===== config.mk =====
export PLATFORM = sky130hd
export DESIGN_NAME = keypad_4x4_scanner
export DESIGN_NICKNAME = d
export VERILOG_FILES = /design/src/rtl/keypad_4x4_scanner.sv
export SDC_FILE = /design/constraint.sdc
export NUM_CORES = 1
export LEC_CHECK = 0
export BUFFER_PORTS_ARGS = -buffer_cell sky130_fd_sc_hd__buf_2
export CAP_MARGIN = 20
export CORE_ASPECT_RATIO = 0.5
export CORE_MARGIN = 2
export CORE_UTILIZATION = 40
export CTS_BUF_LIST = sky130_fd_sc_hd__clkbuf_16
export DETAILED_ROUTE_END_ITERATION = 10
export PLACE_DENSITY = 0.61
export SLEW_MARGIN = 20
export SYNTH_ARGS = -nofsm -noshare
export SYNTH_HDL_FRONTEND = slang
export SYNTH_SLANG_ARGS = --single-unit
export TNS_END_PERCENT = 10

===== constraint.sdc =====
create_clock -name clk -period 10.23 [get_ports clk]
set_input_delay 1.023 -clock clk [delete_from_list [all_inputs] [get_ports clk]]
set_output_delay 1.023 -clock clk [all_outputs]
set_load 0.05 [all_outputs]

===== src/rtl/keypad_4x4_scanner.sv =====
`default_nettype none
// ============================================================================
// keypad_4x4_scanner : 4x4 matrix keypad row scanner with whole-scan debounce
// Rev 1.0 - initial release
// ============================================================================
module keypad_4x4_scanner #(
  parameter int SCAN_DIV       = 50000,
  parameter int DEBOUNCE_SCANS = 20
) (
  input  logic       clk,
  input  logic       rst_n,
  input  logic [3:0] col_in,
  output logic [3:0] row_out,
  output logic       key_valid,
  output logic [3:0] key_code,
  output logic       key_down
);

  localparam int DIV_W = (SCAN_DIV > 1) ? $clog2(SCAN_DIV) : 1;
  localparam int CNT_W = $clog2(DEBOUNCE_SCANS + 1);
  localparam logic [DIV_W-1:0] DIV_LAST = DIV_W'(SCAN_DIV - 1);
  localparam logic [CNT_W-1:0] CNT_MAX  = CNT_W'(DEBOUNCE_SCANS);

  typedef enum logic [1:0] {
    K_NONE   = 2'd0,
    K_SINGLE = 2'd1,
    K_MULTI  = 2'd2
  } kind_t;

  // code is forced to zero unless kind is K_SINGLE, so whole-struct compares work
  typedef struct packed {
    kind_t      kind;
    logic [3:0] code;
  } scan_t;

  logic [3:0]       col_s1, col_s2;
  logic [DIV_W-1:0] div;
  logic [1:0]       row;
  logic [1:0]       row_next;
  logic [11:0]      snapshot;
  logic [15:0]      snap_full;
  logic [4:0]       ones;
  logic [3:0]       idx;
  scan_t            result, cand, stable, last_nm;
  logic [CNT_W-1:0] count, next_count;
  logic             accept;

  function automatic logic [3:0] key_map(input logic [3:0] pos);
    case (pos)
      4'd0:  key_map = 4'h1;
      4'd1:  key_map = 4'h2;
      4'd2:  key_map = 4'h3;
      4'd3:  key_map = 4'hA;
      4'd4:  key_map = 4'h4;
      4'd5:  key_map = 4'h5;
      4'd6:  key_map = 4'h6;
      4'd7:  key_map = 4'hB;
      4'd8:  key_map = 4'h7;
      4'd9:  key_map = 4'h8;
      4'd10: key_map = 4'h9;
      4'd11: key_map = 4'hC;
      4'd12: key_map = 4'hE;
      4'd13: key_map = 4'h0;
      4'd14: key_map = 4'hF;
      default: key_map = 4'hD;
    endcase
  endfunction

  assign row_next  = row + 2'd1;
  // Row 3 is classified on its own sample cycle, so its bits come straight from the synchronizer
  assign snap_full = {~col_s2, snapshot};

  always_comb begin
    ones = 5'd0;
    idx  = 4'd0;
    for (int i = 0; i < 16; i++) begin
      if (snap_full[i]) begin
        ones = ones + 5'd1;
        idx  = 4'(i);
      end
    end
    result.kind = K_NONE;
    result.code = 4'h0;
    if (ones == 5'd1) begin
      result.kind = K_SINGLE;
      result.code = key_map(idx);
    end else if (ones != 5'd0) begin
      result.kind = K_MULTI;
    end
  end

  always_comb begin
    next_count = CNT_W'(1);
    if (result == cand)
      next_count = (count == CNT_MAX) ? CNT_MAX : count + CNT_W'(1);
    accept = (next_count == CNT_MAX) && (result != stable);
  end

  always_ff @(posedge clk) begin
    if (!rst_n) begin
      col_s1       <= 4'b1111;
      col_s2       <= 4'b1111;
      div          <= '0;
      row          <= 2'd0;
      row_out      <= 4'b1110;
      snapshot     <= '0;
      cand.kind    <= K_NONE;
      cand.code    <= 4'h0;
      stable.kind  <= K_NONE;
      stable.code  <= 4'h0;
      last_nm.kind <= K_NONE;
      last_nm.code <= 4'h0;
      count        <= '0;
      key_valid    <= 1'b0;
      key_code     <= 4'h0;
      key_down     <= 1'b0;
    end else begin
      col_s1    <= col_in;
      col_s2    <= col_s1;
      key_valid <= 1'b0;
      if (div == DIV_LAST) begin
        div     <= '0;
        row     <= row_next;
        row_out <= ~(4'b0001 << row_next);
        case (row)
          2'd0: snapshot[3:0]  <= ~col_s2;
          2'd1: snapshot[7:4]  <= ~col_s2;
          2'd2: snapshot[11:8] <= ~col_s2;
          default: begin
            cand  <= result;
            count <= next_count;
            if (accept) begin
              stable <= result;
              case (result.kind)
                K_SINGLE: begin
                  key_down <= 1'b1;
                  // Recovering from a multi-key scan with the same key still down is not a new press
                  if (last_nm != result) begin
                    key_code  <= result.code;
                    key_valid <= 1'b1;
                  end
                  last_nm <= result;
                end
                K_NONE: begin
                  key_down <= 1'b0;
                  last_nm  <= result;
                end
                default: ;
              endcase
            end
          end
        endcase
      end else begin
        div <= div + DIV_W'(1);
      end
    end
  end

endmodule
`default_nettype wire


## Word level (Yosys, flattened, before mapping)

Memories as Yosys holds them, arrays and structs flattened.
Index checks and enable logic that the tools add are counted.

- Add/subtract/negate cells: 18
- Equality and inequality tests: 10
- Shift operators: 1
- Muxes and demuxes: 38
- Bitwise logic cells: 7
- Reductions and logical operators: 17

Operator list:

| kind | number |
|---|---|
| $mux 5 | 17 |
| $add 5x1->5 const B | 16 |
| $mux 4 | 15 |
| $add 16x1->16 const B | 1 |
| $eq 16x16->1 const B | 1 |
| $ne 6x6->1 | 2 |
| $eq 5x5->1 const B | 2 |
| $not 4->4 | 2 |
| $reduce_and 2->1 | 4 |
| $reduce_and 4->1 | 2 |
| $reduce_or 7->1 | 1 |
| $eq 6x6->1 | 1 |
| $eq 5x1->1 const B | 1 |
| $not 1->1 | 5 |
| $reduce_and 5->1 | 1 |
| $reduce_bool 5->1 | 1 |
| $eq 2x1->1 const B | 2 |
| $logic_not 2->1 | 2 |
| $mux 2 | 2 |
| $reduce_or 2->1 | 2 |
| $shl 1x2->4 const A | 1 |
| $mux 1 | 3 |
| $reduce_and 3->1 | 1 |
| $reduce_or 3->1 | 1 |
| 5 further kinds | 5 |

- Bits in registers: 71
- Memory bits (read-only): 64
- Bits of input ports: 6
- Output and inout port bits: 10
- Logic and storage cells: 110
- Memories kept: 1

Memory list:

| memory | words | width | rd ports | clocked after Yosys merged registers in | wr ports | RTL line | RTL |
|---|---|---|---|---|---|---|---|
| (name not given) | 16 | 4 | 1 | 0 | 0 | 49 | `case (pos)` |

## Longest topological paths before layout

- Depth after elaboration: 40
- Depth in mapped cells: 55
- Mapped depth without buffers: 51

## Least setup slack after synthesis

OpenSTA, ideal clock, no wires.

- Path type: register to register
- From: register snapshot[1]
- To: register key_code[3]
- Library setup time: 149 ps
- Arrival time: 10090 ps
- Data required time: 10081 ps
- Slack: -9 ps
- Cell stages (with the launch flop): 50
- Path buffers: 0
- Clock period less this slack: 10239 ps
- Cells stage by stage: dfxtp_1 > inv_1 > ha_1 > xor2_1 > ha_1 > nand2_1 > o31ai_1 > ha_1 > mux2_2 > ha_1 > nand2_1 > o31a_1 > nand2_1 > ha_1 > nand2b_1 > and2_1 > ha_1 > mux2i_1 > (+14 left out) > nand2_1 > ha_1 > nor2_1 > a31oi_1 > ha_1 > nor2b_1 > a21o_1 > ha_1 > nor2b_1 > a21o_1 > ha_1 > mux2_1 > or4bb_1 > mux2i_1 > mux2_2 > a2111oi_0 > and4_1 > a211oi_1

- Word-level cells in the longest chain between the ends: 37
- Elaborated cells between the ends (all ways): 58
- Classes of those cells: add/sub (14); eq/ne (6); mux (34); reduce/logical (3); memory (1)

RTL lines:

| what | RTL line | RTL |
|---|---|---|
| start: declaration | 40 | `logic [11:0] snapshot;` |
| start signal: assignment | 126 | `2'd0: snapshot[3:0] <= ~col_s2;` |
| $mux 5 | 77 | `if (snap_full[i]) begin` |
| $add 5x1->5 | 78 | `ones = ones + 5'd1;` |
| $mux 5 | 77 |  |
| $add 5x1->5 | 78 |  |
| $mux 5 | 77 |  |
| $add 5x1->5 | 78 |  |
| $mux 5 | 77 |  |
| $add 5x1->5 | 78 |  |
| (+21 left out) | -- |  |
| $reduce_bool 5->1 | 87 | `end else if (ones != 5'd0) begin` |
| $mux 2 | 87 |  |
| $mux 2 | 84 | `if (ones == 5'd1) begin` |
| $eq 6x6->1 | 94 | `if (result == cand)` |
| $mux 5 | 94 |  |
| $eq 5x5->1 | 96 | `accept = (next_count == CNT_MAX) && (result != stable);` |
| $logic_and 1x1->1 | 96 |  |
| $reduce_and 5->1 (no source line) | -- |  |
| end signal: assignment | 139 | `key_code <= result.code;` |
| end: declaration | 15 | `output logic [3:0] key_code,` |

Several ways; a longest one is shown, not always the timed one.
A chain may end at the register's enable or synchronous reset.

## Final worst setup path

- From: register snapshot[1]
- To: register key_code[2]

Same word-level chain as after synthesis.

==> results.ini <==
[critical_path]
crit_path_start_kind=flop
critPathMaxFanout=10
worst_setup_ep_type=flop
ff2ff_path_depth=51
arrival_ps=10540
reg_to_reg_critical_path_endpoint=key_code[2]
r2r-start=snapshot[1]
critPathKind=flop to flop
critical_path_required_ps=10440
cp_slowest_cell=or4b_4
ff2ff_setup_slack_ps=-110
crit_path_frequent_cell=ha_1
timing.critical_path.slowest_cell_delay_ps=540

[power]
totalPowerFinal_uw=671.5
maximum_vdd_drop_mv=0.08822
pwr_density_cell_nw_per_um2=108.4
total_leakage_power_uw=0.002465

[clocking]
clkTransAtPathRegs_ps=60
clock-sinks=71
cts-root-buf=clkbuf_16
htree_num_levels=3
worstSkewPairLatency_ps=330
ctsLongestPathBuffers=2
cts_inserted_buffers=9
tritoncts=done

[yosys]
synth_area_um2=5253
post_synth_num_cell_types=78
synth-edff-count=0
yosysTopAreaCellShare_pct=27.06
per_instance_average_area_after_synthesis_um2=8.118
synth.yosys.seq_area_share_pct=27.06
asyncSetResetFlopFracSynth_pct=0
yosys_register_bits=71
synth_top_area_cell=dfxtp_1
post-synth-top-count-cell=nor2_1
yosysWarnings=0
mappedNetlistNets=681
synthTopCellsByCount=nor2_1, dfxtp_1, nand2_1
yosys-top-cells-area=dfxtp_1, ha_1, nor2_1, xnor2_1, a21oi_1
synthesis.instances=647
synth_flop_cell=dfxtp_1

[routing]
vias=4523
drcViolationCount=0
drt_iter0_markers=229
detail_route.first_pass.iterations=5
route.detailed.vias_per_inst=5.340
routed_wire_length_per_instance_um=14.07
ant_nets=0
postRouteWirelength_um=11920

[sta]
achievable-frequency_ghz=0.09674
post_route_skew_ps=5.307
final_max_slew_viol_count=0
setup-violations-final=20
fin_setup_tns_ps=-1231
setup_repair_after_global_routing_missed_its_margin=true
finalWorstSetupSlack_ps=-107.1
post-route-period-util_pct=101.0
finalWorstPathRequiredPeriod_ps=10340
relSlewSlack_pct=51.95
holdWs_ps=408.1
worst_slew_pin_slew_ps=715.7
hold_viol_final=0

[die]
die_height_um=85.03
fp.dieArea_um2=14120
placement_rows=29
floorplan.initialDensity_pct=41.24
fp.coreArea_um2=12740
floorplan.die.width_um=166.1
design.portCount=16

[placed_design]
detailedPlacementHpwl_um=8214
placement.setup.worst_slack_ps=-177.7
gp_congestion=0.8130
portBuffers=15
placed_cell_area_um2=5562

[layout]
flow.area_growth_from_synthesis_pct=17.94
final_area_um2=6195
drive_gt1_share_pct=18.46
fillers=1205
num-nets-final=706
n_antenna_cell=0

[global_routing]
first_global_vias=4102
wire_length_of_the_first_global_routing_pass_um=19460
largest_net_degree_at_the_start_of_global_routing=24
grt_util_all_layers_pct=16.36
globalRouteOverflowTotal=0
grt_antenna_before_repair=0

[run]
maxCapViolCount=0

[status]
violations=negative setup slack
run_status=complete, but fails checks

[min_path]
hold_path.startpoint=col_s1[0]
worst_hold_path_type=flop to flop
whs_path_depth=1
hold-path-endpoint=col_s2[0]

==> area by class of cell <==
cell class                 instances  area (µm²)  share of cell area (%)
inverter                          33       123.9                   2.000
sequential                        71        1425                   23.01
tap                              170       212.7                   3.434
clock buffer                       9       225.2                   3.636
multi-input combinational        510        3790                   61.18
timing repair buffer              47       362.8                   5.857
clock inverter                     7       55.05                  0.8887
==> report_power, final <==
part           total (µW)  internal (µW)  switching [µW]
logic                89.6           40.3            49.3
clock network         299            184             115
registers             283            279            3.64
total                 671            504             168
==> state kept, by name (all words and copies together) (netlist names), 5 cells and up <==
signal	count
div	16
count	5
stable	6
last_nm	6
snapshot	12
cand	6
==> cell usage in the layout, fill, tap and decap left out, types with 5 or more instances in the layout <==
cell	count
nor2_1	72
dfxtp_1	68
nand2_1	56
a21oi_1	41
inv_1	30
xnor2_1	29
buf_4	29
ha_1	23
xor2_1	20
nand3_1	20
o21ai_0	16
buf_2	15
nand4_1	13
nor3_1	12
o21ai_1	11
clkbuf_16	11
and3_1	10
nand2b_1	10
a211oi_1	7
mux2i_1	7
or3_1	6
a21oi_2	6
nor4b_1	6
nor4_1	6
and2_1	6
xnor3_1	5
and4_1	5
a31oi_1	5
o2bb2ai_1	5
o211ai_1	5
ha_4	5
==> what timing repair did <==
action	4_1_cts	5_1_grt
setup endpoints to repair	16	28
hold buffers	0	0
buffers inserted	0	7
gates cloned	0	2
pin swaps	1	29
resized for setup	7	50
hold endpoints to repair	0	0
==> worst max-delay path, delay by kind of cell, from the launching register on <==
family          cells  cell delay, ps
flops               1             350
compound gates     16            2780
simple gates       13            1860
buf+inv             4             470
mux                 3             630
xor+xnor            1             140
fa+ha+maj          14            3980
==> per-layer routing <==
| metal | routed length [µm] | GRT usage (%) |
|---|---|---|
| met5 | 0 | 0 |
| met4 | 106 | 3.874 |
| met3 | 353 | 3.125 |
| met2 | 5224 | 25.91 |
| met1 | 6235 | 23.18 |
==> worst max-delay path by stage <==
stage                start           to  cells past startpoint
4_1_cts        snapshot[0]     key_down                     50
3_5_place_dp   snapshot[1]     key_down                     50
5_1_grt        snapshot[1]     key_down                     50
3_3_place_gp   snapshot[1]     key_down                     50
6_report       snapshot[1]  key_code[2]                     51
2_1_floorplan  snapshot[1]  key_code[3]                     49
==> kinds of logic (layout without fill, tap and decap cells) <==
family                     Yosys count  after routing  synth area share, %
muxes                               13             13                2.882
DFF                                 71             71                27.06
adders and majority gates           29             29                6.860
AOI/OAI and AO/OA                  140            140                17.32
and+or+nand+nor                    262            262                25.42
buffers and inverters               66             96                5.550
xor gates and xnor gates            66             66                14.91
==> per-stage QoR <==
step / instances / utilization [%]
4_1_cts: 838 / 46.05
3_5_place_dp: 822 / 43.67
6_report: 847 / 48.64
5_1_grt: 847 / 48.64
3_3_place_gp: 822 / 43.67
2_1_floorplan: 647 / -
(Power assumes the default switching activity.)
